[config.mk]
export PLATFORM = sky130hd
export DESIGN_NAME = kernel_launcher_flat
export DESIGN_NICKNAME = d
export VERILOG_FILES = /design/src/rtl/launch_pkg.sv /design/src/rtl/kernel_launcher_if.sv /design/src/rtl/launch_fifo.sv /design/src/rtl/kernel_launcher.sv /design/src/flat_wrapper.sv
export SDC_FILE = /design/constraint.sdc
export NUM_CORES = 1
export LEC_CHECK = 0
export ABC_CLOCK_PERIOD_IN_PS = 2400
export CORE_MARGIN = 4
export CORE_UTILIZATION = 52
export CTS_CLUSTER_DIAMETER = 80
export DETAILED_ROUTE_END_ITERATION = 7
export PLACE_DENSITY = 0.89
export SETUP_SLACK_MARGIN = 0.2
export SLEW_MARGIN = 20
export SYNTH_ARGS = -nofsm -noshare
export SYNTH_HDL_FRONTEND = slang
export SYNTH_SLANG_ARGS = --single-unit
export TNS_END_PERCENT = 30
[constraint.sdc]
create_clock -name clk -period 2.4 [get_ports clk]
set_input_delay 0.48 -clock clk [delete_from_list [all_inputs] [get_ports clk]]
set_output_delay 0.48 -clock clk [all_outputs]
set_load 0.05 [all_outputs]
[src/rtl/launch_pkg.sv]
// launch_pkg: types and widths shared by the kernel launcher, its FIFO
// and its interface.
//   launcher_state_t : IDLE, LOAD, RUN, REPORT
//   launch_desc_t    : queued launch descriptor {kernel_id, thread_count}
package launch_pkg;

    localparam int unsigned THREAD_COUNT_WIDTH = 8;
    localparam int unsigned CYCLE_WIDTH        = 16;
    // Kernel tag width stored in a descriptor; the launcher's KID_WIDTH must match.
    localparam int unsigned DESC_KID_WIDTH     = 4;

    typedef enum logic [1:0] {
        IDLE,
        LOAD,
        RUN,
        REPORT
    } launcher_state_t;

    typedef struct packed {
        logic [DESC_KID_WIDTH-1:0]     kernel_id;
        logic [THREAD_COUNT_WIDTH-1:0] thread_count;
    } launch_desc_t;

endpackage

[src/rtl/kernel_launcher_if.sv]
// kernel_launcher_if: host launch port, dispatcher control and completion port.
//   launch_* : valid/ready descriptor input from the host
//   disp_*   : reset/start/thread_count to the block dispatcher, done back
//   cmpl_*   : valid/ready completion record to the host
// Modports: slave = the launcher, master = the host/dispatcher side.
interface kernel_launcher_if #(
    parameter int unsigned KID_WIDTH = 4
);
    logic                                       launch_valid;
    logic                                       launch_ready;
    logic [launch_pkg::THREAD_COUNT_WIDTH-1:0]  launch_thread_count;
    logic [KID_WIDTH-1:0]                       launch_kernel_id;

    logic                                       disp_reset;
    logic                                       disp_start;
    logic [launch_pkg::THREAD_COUNT_WIDTH-1:0]  disp_thread_count;
    logic                                       disp_done;

    logic                                       cmpl_valid;
    logic                                       cmpl_ready;
    logic [KID_WIDTH-1:0]                       cmpl_kernel_id;
    logic [launch_pkg::CYCLE_WIDTH-1:0]         cmpl_cycles;

    modport slave (
        input  launch_valid, launch_thread_count, launch_kernel_id,
        output launch_ready,
        output disp_reset, disp_start, disp_thread_count,
        input  disp_done,
        output cmpl_valid, cmpl_kernel_id, cmpl_cycles,
        input  cmpl_ready
    );

    modport master (
        output launch_valid, launch_thread_count, launch_kernel_id,
        input  launch_ready,
        input  disp_reset, disp_start, disp_thread_count,
        output disp_done,
        input  cmpl_valid, cmpl_kernel_id, cmpl_cycles,
        output cmpl_ready
    );

endinterface

[src/rtl/launch_fifo.sv]
// launch_fifo: synchronous FIFO of launch descriptors.
//   clk, rst_n      : clock, async active-low reset (empties the FIFO)
//   push_i, wdata_i : write request/data (ignored when full)
//   pop_i, rdata_c  : read request (ignored when empty) / head entry
//   full_c, empty_c : occupancy flags decoded from the level register
//   level_o         : occupancy, 0..DEPTH
module launch_fifo
    import launch_pkg::*;
#(
    parameter int unsigned DEPTH = 4
) (
    input  logic                   clk,
    input  logic                   rst_n,
    input  logic                   push_i,
    input  launch_desc_t           wdata_i,
    input  logic                   pop_i,
    output launch_desc_t           rdata_c,
    output logic                   full_c,
    output logic                   empty_c,
    output logic [$clog2(DEPTH):0] level_o
);
    localparam int unsigned PTR_W = $clog2(DEPTH);
    localparam int unsigned LVL_W = PTR_W + 1;

    launch_desc_t     mem_q [DEPTH];
    logic [PTR_W-1:0] wr_ptr_q;
    logic [PTR_W-1:0] rd_ptr_q;
    logic [LVL_W-1:0] level_q;
    logic             push_ok;
    logic             pop_ok;

    assign push_ok = push_i && !full_c;
    assign pop_ok  = pop_i && !empty_c;

    // Pointers wrap naturally because DEPTH is a power of two.
    always_ff @(posedge clk or negedge rst_n) begin
        if (!rst_n) begin
            wr_ptr_q <= '0;
            rd_ptr_q <= '0;
            level_q  <= '0;
        end else begin
            if (push_ok) wr_ptr_q <= wr_ptr_q + PTR_W'(1);
            if (pop_ok)  rd_ptr_q <= rd_ptr_q + PTR_W'(1);
            case ({push_ok, pop_ok})
                2'b10:   level_q <= level_q + LVL_W'(1);
                2'b01:   level_q <= level_q - LVL_W'(1);
                default: level_q <= level_q;
            endcase
        end
    end

    // Storage needs no reset: an entry is only read after it was written.
    always_ff @(posedge clk) begin
        if (push_ok) mem_q[wr_ptr_q] <= wdata_i;
    end

    assign rdata_c = mem_q[rd_ptr_q];
    assign full_c  = (level_q == LVL_W'(DEPTH));
    assign empty_c = (level_q == '0);
    assign level_o = level_q;

endmodule

[src/rtl/kernel_launcher.sv]
// kernel_launcher: queues kernel launch descriptors and runs them one at a
// time on the block dispatcher, returning one completion record per kernel.
//   clk, reset_n : clock, async active-low reset (discards queued/in-flight work)
//   bus          : kernel_launcher_if.slave (launch, dispatcher, completion ports)
//   busy         : FSM not idle or descriptors queued
//   queue_level  : FIFO occupancy
// Build option KERNEL_LAUNCHER_PERF_EN: when defined, a 16-bit saturating
// RUN-cycle counter drives cmpl_cycles; otherwise cmpl_cycles is tied to 0.
module kernel_launcher
    import launch_pkg::*;
#(
    parameter int unsigned QUEUE_DEPTH = 4,
    parameter int unsigned KID_WIDTH   = DESC_KID_WIDTH
) (
    input  logic                         clk,
    input  logic                         reset_n,
    kernel_launcher_if.slave             bus,
    output logic                         busy,
    output logic [$clog2(QUEUE_DEPTH):0] queue_level
);
    launcher_state_t                 state_q, state_d;
    launch_desc_t                    push_desc;
    launch_desc_t                    head_desc;
    logic                            fifo_full;
    logic                            fifo_empty;
    logic                            push;
    logic                            pop;
    logic [THREAD_COUNT_WIDTH-1:0]   cur_tc_q, cur_tc_d;
    logic [KID_WIDTH-1:0]            cur_kid_q, cur_kid_d;
    logic                            disp_reset_q;
    logic                            disp_start_q;
    logic                            cmpl_valid_q;

    // No bypass: a full FIFO refuses a push even while LOAD pops.
    assign push      = bus.launch_valid && !fifo_full;
    assign push_desc = '{kernel_id:    DESC_KID_WIDTH'(bus.launch_kernel_id),
                         thread_count: bus.launch_thread_count};

    launch_fifo #(
        .DEPTH (QUEUE_DEPTH)
    ) u_fifo (
        .clk     (clk),
        .rst_n   (reset_n),
        .push_i  (push),
        .wdata_i (push_desc),
        .pop_i   (pop),
        .rdata_c (head_desc),
        .full_c  (fifo_full),
        .empty_c (fifo_empty),
        .level_o (queue_level)
    );

    // Next-state and current-kernel latch.
    always_comb begin
        state_d   = state_q;
        pop       = 1'b0;
        cur_tc_d  = cur_tc_q;
        cur_kid_d = cur_kid_q;
        case (state_q)
            IDLE: begin
                if (!fifo_empty) state_d = LOAD;
            end
            LOAD: begin
                pop       = 1'b1;
                cur_tc_d  = head_desc.thread_count;
                cur_kid_d = KID_WIDTH'(head_desc.kernel_id);
                // A zero-thread kernel never starts the dispatcher.
                state_d   = (head_desc.thread_count == '0) ? REPORT : RUN;
            end
            RUN: begin
                if (bus.disp_done) state_d = REPORT;
            end
            REPORT: begin
                if (bus.cmpl_ready) state_d = fifo_empty ? IDLE : LOAD;
            end
            default: state_d = IDLE;
        endcase
    end

    // State, current kernel and registered per-state outputs.
    always_ff @(posedge clk or negedge reset_n) begin
        if (!reset_n) begin
            state_q      <= IDLE;
            cur_tc_q     <= '0;
            cur_kid_q    <= '0;
            disp_reset_q <= 1'b1;
            disp_start_q <= 1'b0;
            cmpl_valid_q <= 1'b0;
        end else begin
            state_q      <= state_d;
            cur_tc_q     <= cur_tc_d;
            cur_kid_q    <= cur_kid_d;
            disp_reset_q <= (state_d != RUN);
            disp_start_q <= (state_d == RUN);
            cmpl_valid_q <= (state_d == REPORT);
        end
    end

`ifdef KERNEL_LAUNCHER_PERF_EN
    logic [CYCLE_WIDTH-1:0] cycles_q, cycles_d;

    // Counts every RUN cycle including the one that sees disp_done; saturates.
    always_comb begin
        cycles_d = cycles_q;
        if (state_q == LOAD) begin
            cycles_d = '0;
        end else if (state_q == RUN && cycles_q != '1) begin
            cycles_d = cycles_q + CYCLE_WIDTH'(1);
        end
    end

    always_ff @(posedge clk or negedge reset_n) begin
        if (!reset_n) cycles_q <= '0;
        else          cycles_q <= cycles_d;
    end

    assign bus.cmpl_cycles = cycles_q;
`else
    assign bus.cmpl_cycles = '0;
`endif

    assign bus.launch_ready      = !fifo_full;
    assign bus.disp_reset        = disp_reset_q;
    assign bus.disp_start        = disp_start_q;
    assign bus.disp_thread_count = cur_tc_q;
    assign bus.cmpl_valid        = cmpl_valid_q;
    assign bus.cmpl_kernel_id    = cur_kid_q;
    assign busy                  = (state_q != IDLE) || !fifo_empty;

endmodule

[src/flat_wrapper.sv]
// flat-port wrapper written by rule: the top's interface ports become plain ports
module kernel_launcher_flat import launch_pkg::*;
#(
    parameter int unsigned QUEUE_DEPTH = 4,
    parameter int unsigned KID_WIDTH   = DESC_KID_WIDTH
)
  (clk, reset_n, busy, queue_level, bus_launch_valid, bus_launch_thread_count, bus_launch_kernel_id, bus_launch_ready, bus_disp_reset, bus_disp_start, bus_disp_thread_count, bus_disp_done, bus_cmpl_valid, bus_cmpl_kernel_id, bus_cmpl_cycles, bus_cmpl_ready);
  kernel_launcher_if #(.KID_WIDTH(KID_WIDTH)) bus_i ();
  input  logic clk;
  input  logic reset_n;
  output logic busy;
  output logic [$clog2(QUEUE_DEPTH):0] queue_level;
  input wire logic [$bits(bus_i.launch_valid)-1:0] bus_launch_valid;
  input wire logic [$bits(bus_i.launch_thread_count)-1:0] bus_launch_thread_count;
  input wire logic [$bits(bus_i.launch_kernel_id)-1:0] bus_launch_kernel_id;
  output wire logic [$bits(bus_i.launch_ready)-1:0] bus_launch_ready;
  output wire logic [$bits(bus_i.disp_reset)-1:0] bus_disp_reset;
  output wire logic [$bits(bus_i.disp_start)-1:0] bus_disp_start;
  output wire logic [$bits(bus_i.disp_thread_count)-1:0] bus_disp_thread_count;
  input wire logic [$bits(bus_i.disp_done)-1:0] bus_disp_done;
  output wire logic [$bits(bus_i.cmpl_valid)-1:0] bus_cmpl_valid;
  output wire logic [$bits(bus_i.cmpl_kernel_id)-1:0] bus_cmpl_kernel_id;
  output wire logic [$bits(bus_i.cmpl_cycles)-1:0] bus_cmpl_cycles;
  input wire logic [$bits(bus_i.cmpl_ready)-1:0] bus_cmpl_ready;
  assign bus_i.launch_valid = bus_launch_valid;
  assign bus_i.launch_thread_count = bus_launch_thread_count;
  assign bus_i.launch_kernel_id = bus_launch_kernel_id;
  assign bus_launch_ready = bus_i.launch_ready;
  assign bus_disp_reset = bus_i.disp_reset;
  assign bus_disp_start = bus_i.disp_start;
  assign bus_disp_thread_count = bus_i.disp_thread_count;
  assign bus_i.disp_done = bus_disp_done;
  assign bus_cmpl_valid = bus_i.cmpl_valid;
  assign bus_cmpl_kernel_id = bus_i.cmpl_kernel_id;
  assign bus_cmpl_cycles = bus_i.cmpl_cycles;
  assign bus_i.cmpl_ready = bus_cmpl_ready;
  kernel_launcher #(.QUEUE_DEPTH(QUEUE_DEPTH), .KID_WIDTH(KID_WIDTH)) u_core (.clk(clk), .reset_n(reset_n), .bus(bus_i), .busy(busy), .queue_level(queue_level));
endmodule
==> flow_metrics.py <==
metrics = {
    "synthesis": {
        "yosys_warnings": 0,
        "synth_simple_gate_area_frac": 0.0458,
        "avgSynthCellArea_um2": 17.7,
        "ys_seq_area_frac": 0.693,
        "synth_largest_area_cell": "edfxtp_1",
        "ys_types": 34,
        "yosys-mux-area-fraction": 0.143,
        "synth.top_cell.area_share": 0.489,
        "synthXorXnorAreaFrac": 0.0178,
        "synth_compound_area_frac": 0.0140,
        "synth_edf_count": 48,
        "synth_most_common_cell": "edfxtp_1",
        "yosys-top-cells-area": "edfxtp_1, dfrtp_1, mux4_2",
        "synth_fa_ha_area_frac": 0.0280,
        "syn_inst": 167,
        "synth_area_um2": 2950,
        "async_reset_ff_frac": 0.333,
        "ys_ff_latch": 72,
        "synth_top_family_by_area": "multiplexers",
        "synthTopCellsByCount": "edfxtp_1, dfrtp_1, buf_4",
        "synthFlopType": "edfxtp_1",
    },
    "sta": {
        "fmaxAchievable_mhz": 429,
        "slew_headroom": 0.656,
        "setup_violations": 0,
        "skew_ns": 0.0116,
        "grt_setup_unrepaired": "yes",
        "post-route-period-util": 0.971,
        "final_max_slew_viol_count": 0,
        "hold_ws_ns": 0.490,
        "fin_tns_setup_ns": 0,
        "finalHoldViolCount": 0,
        "worst_slew_pin_slew_ns": 0.515,
        "period_minus_slack_ns": 2.33,
    },
    "die": {
        "row_count": 27,
        "die_x_um": 83.3,
        "die-area_um2": 6940,
        "ios": 53,
        "start_util": 0.536,
        "fp.dieH_um": 83.3,
        "core_area_um2": 5510,
    },
    "setup_path": {
        "cp.arrival_ns": 2.56,
        "crit_type": "flip-flop to flip-flop",
        "end_kind": "flip-flop",
        "reg2reg_from": "u_core.u_fifo.rd_ptr_q[0]",
        "cp.required_ns": 2.63,
        "reg2reg_depth": 4,
        "cp-endpoint": "u_core.bus.disp_start",
        "crit_fanout": 5,
        "critPathLaunchType": "flip-flop",
        "timing.rr.end": "u_core.bus.disp_start",
        "regToRegSetupSlack_ns": 0.07,
        "critPathLaunch": "u_core.u_fifo.rd_ptr_q[0]",
    },
    "worst_hold_path": {
        "worstHoldPathType": "flip-flop to flip-flop",
        "worst_hold_startpoint": "u_core.bus.disp_thread_count[7]",
    },
    "drt": {
        "first_pass_iters": 4,
        "drc": 0,
        "num_vias": 1530,
        "routed_via_density": 5.20,
        "drt_wl_total_um": 5160,
        "ant_nets": 0,
        "drt_iter0_markers": 107,
        "wl_per_cell_um": 17.5,
    },
    "power": {
        "irDropWorstVdd_mv": 0.733,
        "powerDensity_nw_per_um2": 1430,
        "p_leak_nw": 1.39,
        "power_mw": 5.18,
    },
    "global_routing": {
        "grt_pass1_wl_um": 8440,
        "top_usage_layer": "met2",
        "grt_antenna_before_repair": 0,
        "met3_usage": 0.0387,
        "grt.overflow.total": 0,
        "grt_max_degree": 25,
        "grt_pass1_vias": 1614,
        "use_met2": 0.267,
        "track_usage": 0.163,
        "use_met1": 0.196,
    },
    "cts": {
        "postCtsSetupBuffers": 0,
        "clockBufferDepth": 2,
        "h-tree-depth": 3,
        "numClockSinks": 72,
        "cts_tree": "done",
        "hold_buffers": 0,
        "path_clk_slew_ns": 0.07,
        "cts_buffers": 9,
        "cts_root_buf": "clkbuf_8",
        "clk-insertion-delay-late_ns": 0.34,
    },
    "cells_and_area": {
        "diodes": 0,
        "syn_to_final_growth_pct": 23.3,
        "final_area_um2": 3630,
        "nets": 240,
        "drive_gt1_frac": 0.252,
    },
    "job": {
        "cap_violations": 0,
    },
    "status": {
        "status": "finished clean",
    },
    "placement": {
        "gp_routability_congestion": 0.739,
        "portBuffers": 36,
        "place_hpwl_um": 3430,
        "placed_area_um2": 3390,
    },
}
-- registers in the layout (all words and copies together), names as in the netlist --
signal	flops
u_core.u_fifo.level_o	3
u_core.u_fifo.rd_ptr_q	2
u_core.bus.disp_start	1
u_core.bus.cmpl_valid	1
u_core.bus.disp_reset	1
u_core.bus.cmpl_kernel_id	4
u_core.u_fifo.wr_ptr_q	2
u_core.state_q	2
u_core.bus.disp_thread_count	8
u_core.u_fifo.mem_q	48
-- where the power goes --
part           internal, mW  total [mW]  leakage [nW]  switching [mW]
combinational         0.862        2.11         0.553            1.25
sequential             1.74        1.96         0.716           0.221
clock                 0.689        1.11         0.120           0.426
total                  3.29        5.18          1.39            1.89
-- cell usage in the layout (no fill, tap or decap), drive strengths merged, types with 6 or more instances in the layout --
cell type	netlist	final
edfxtp	48	48
clkdlybuf4s50	0	35
dfrtp	23	23
conb	1	16
mux2	12	12
mux4	11	11
clkbuf	1	10
buf	19	8
inv	7	7
and3	6	6
-- per-layer routing --
| metal | vias to the layer above | part of all wire |
|---|---|---|
| met5 | - | 0 |
| met1 | 776 | 0.41 |
| li1 | 695 | - |
| met3 | 11 | 0.054 |
| met4 | 0 | 0.030 |
| met2 | 48 | 0.51 |
-- cells by family after synthesis --
logic type,after synthesis
flip-flops,72
buffers and inverters,27
multiplexers,26
AND/OR/NAND/NOR,23
adder cells (fa/ha/maj),6
AO/OA/AOI/OAI,6
XOR/XNOR,6
other,1
-- worst min-delay path by stage --
stage | cells after the start | end | slack (ns)
after detailed placement | 1 | u_core.bus.disp_thread_count[7] | 0.48
after global routing | 2 | u_core.bus.cmpl_kernel_id[0] | 0.53
final | 1 | u_core.bus.disp_thread_count[7] | 0.49
after global placement | 1 | u_core.bus.disp_thread_count[7] | 0.47
after floorplan | 0 | u_core.bus.cmpl_kernel_id[0] | 0.18
after CTS | 2 | u_core.u_fifo.wr_ptr_q[0] | 0.50
-- area by class of cell --
class                   count  area [um2]
inverters                   7        26.3
clock buffers              10         128
fillers                   382        1870
flip-flops and latches     72        2050
well taps                  72        90.1
repair buffers             44         419
clock inverters             6         109
multi-input cells          83         815
-- timing repair --
action / 4_1_cts / 5_1_grt
endpoints found under the setup margin: 7 / 7
gates resized for setup: 2 / 3
pin swaps: 0 / 0
cloned: 0 / 0
-- per-stage QoR --
step / util / cells / setup slack, ns
3_3_place_gp: 0.615 / 278 / 0.0641
5_1_grt: 0.660 / 294 / 0.0133
4_1_cts: 0.658 / 294 / 0.0874
2_1_floorplan: - / 182 / 0.157
3_5_place_dp: 0.615 / 278 / 0.0263
6_report: 0.660 / 294 / 0.0705
-- worst max-delay path: stages (launching register included) --
cell and delay (ns):
dfrtp_2 0.44, mux4_2 0.53, or4_4 0.54, or4b_4 0.56, and3_1 0.16
Note: power is estimated with default switching activity, not from simulation.
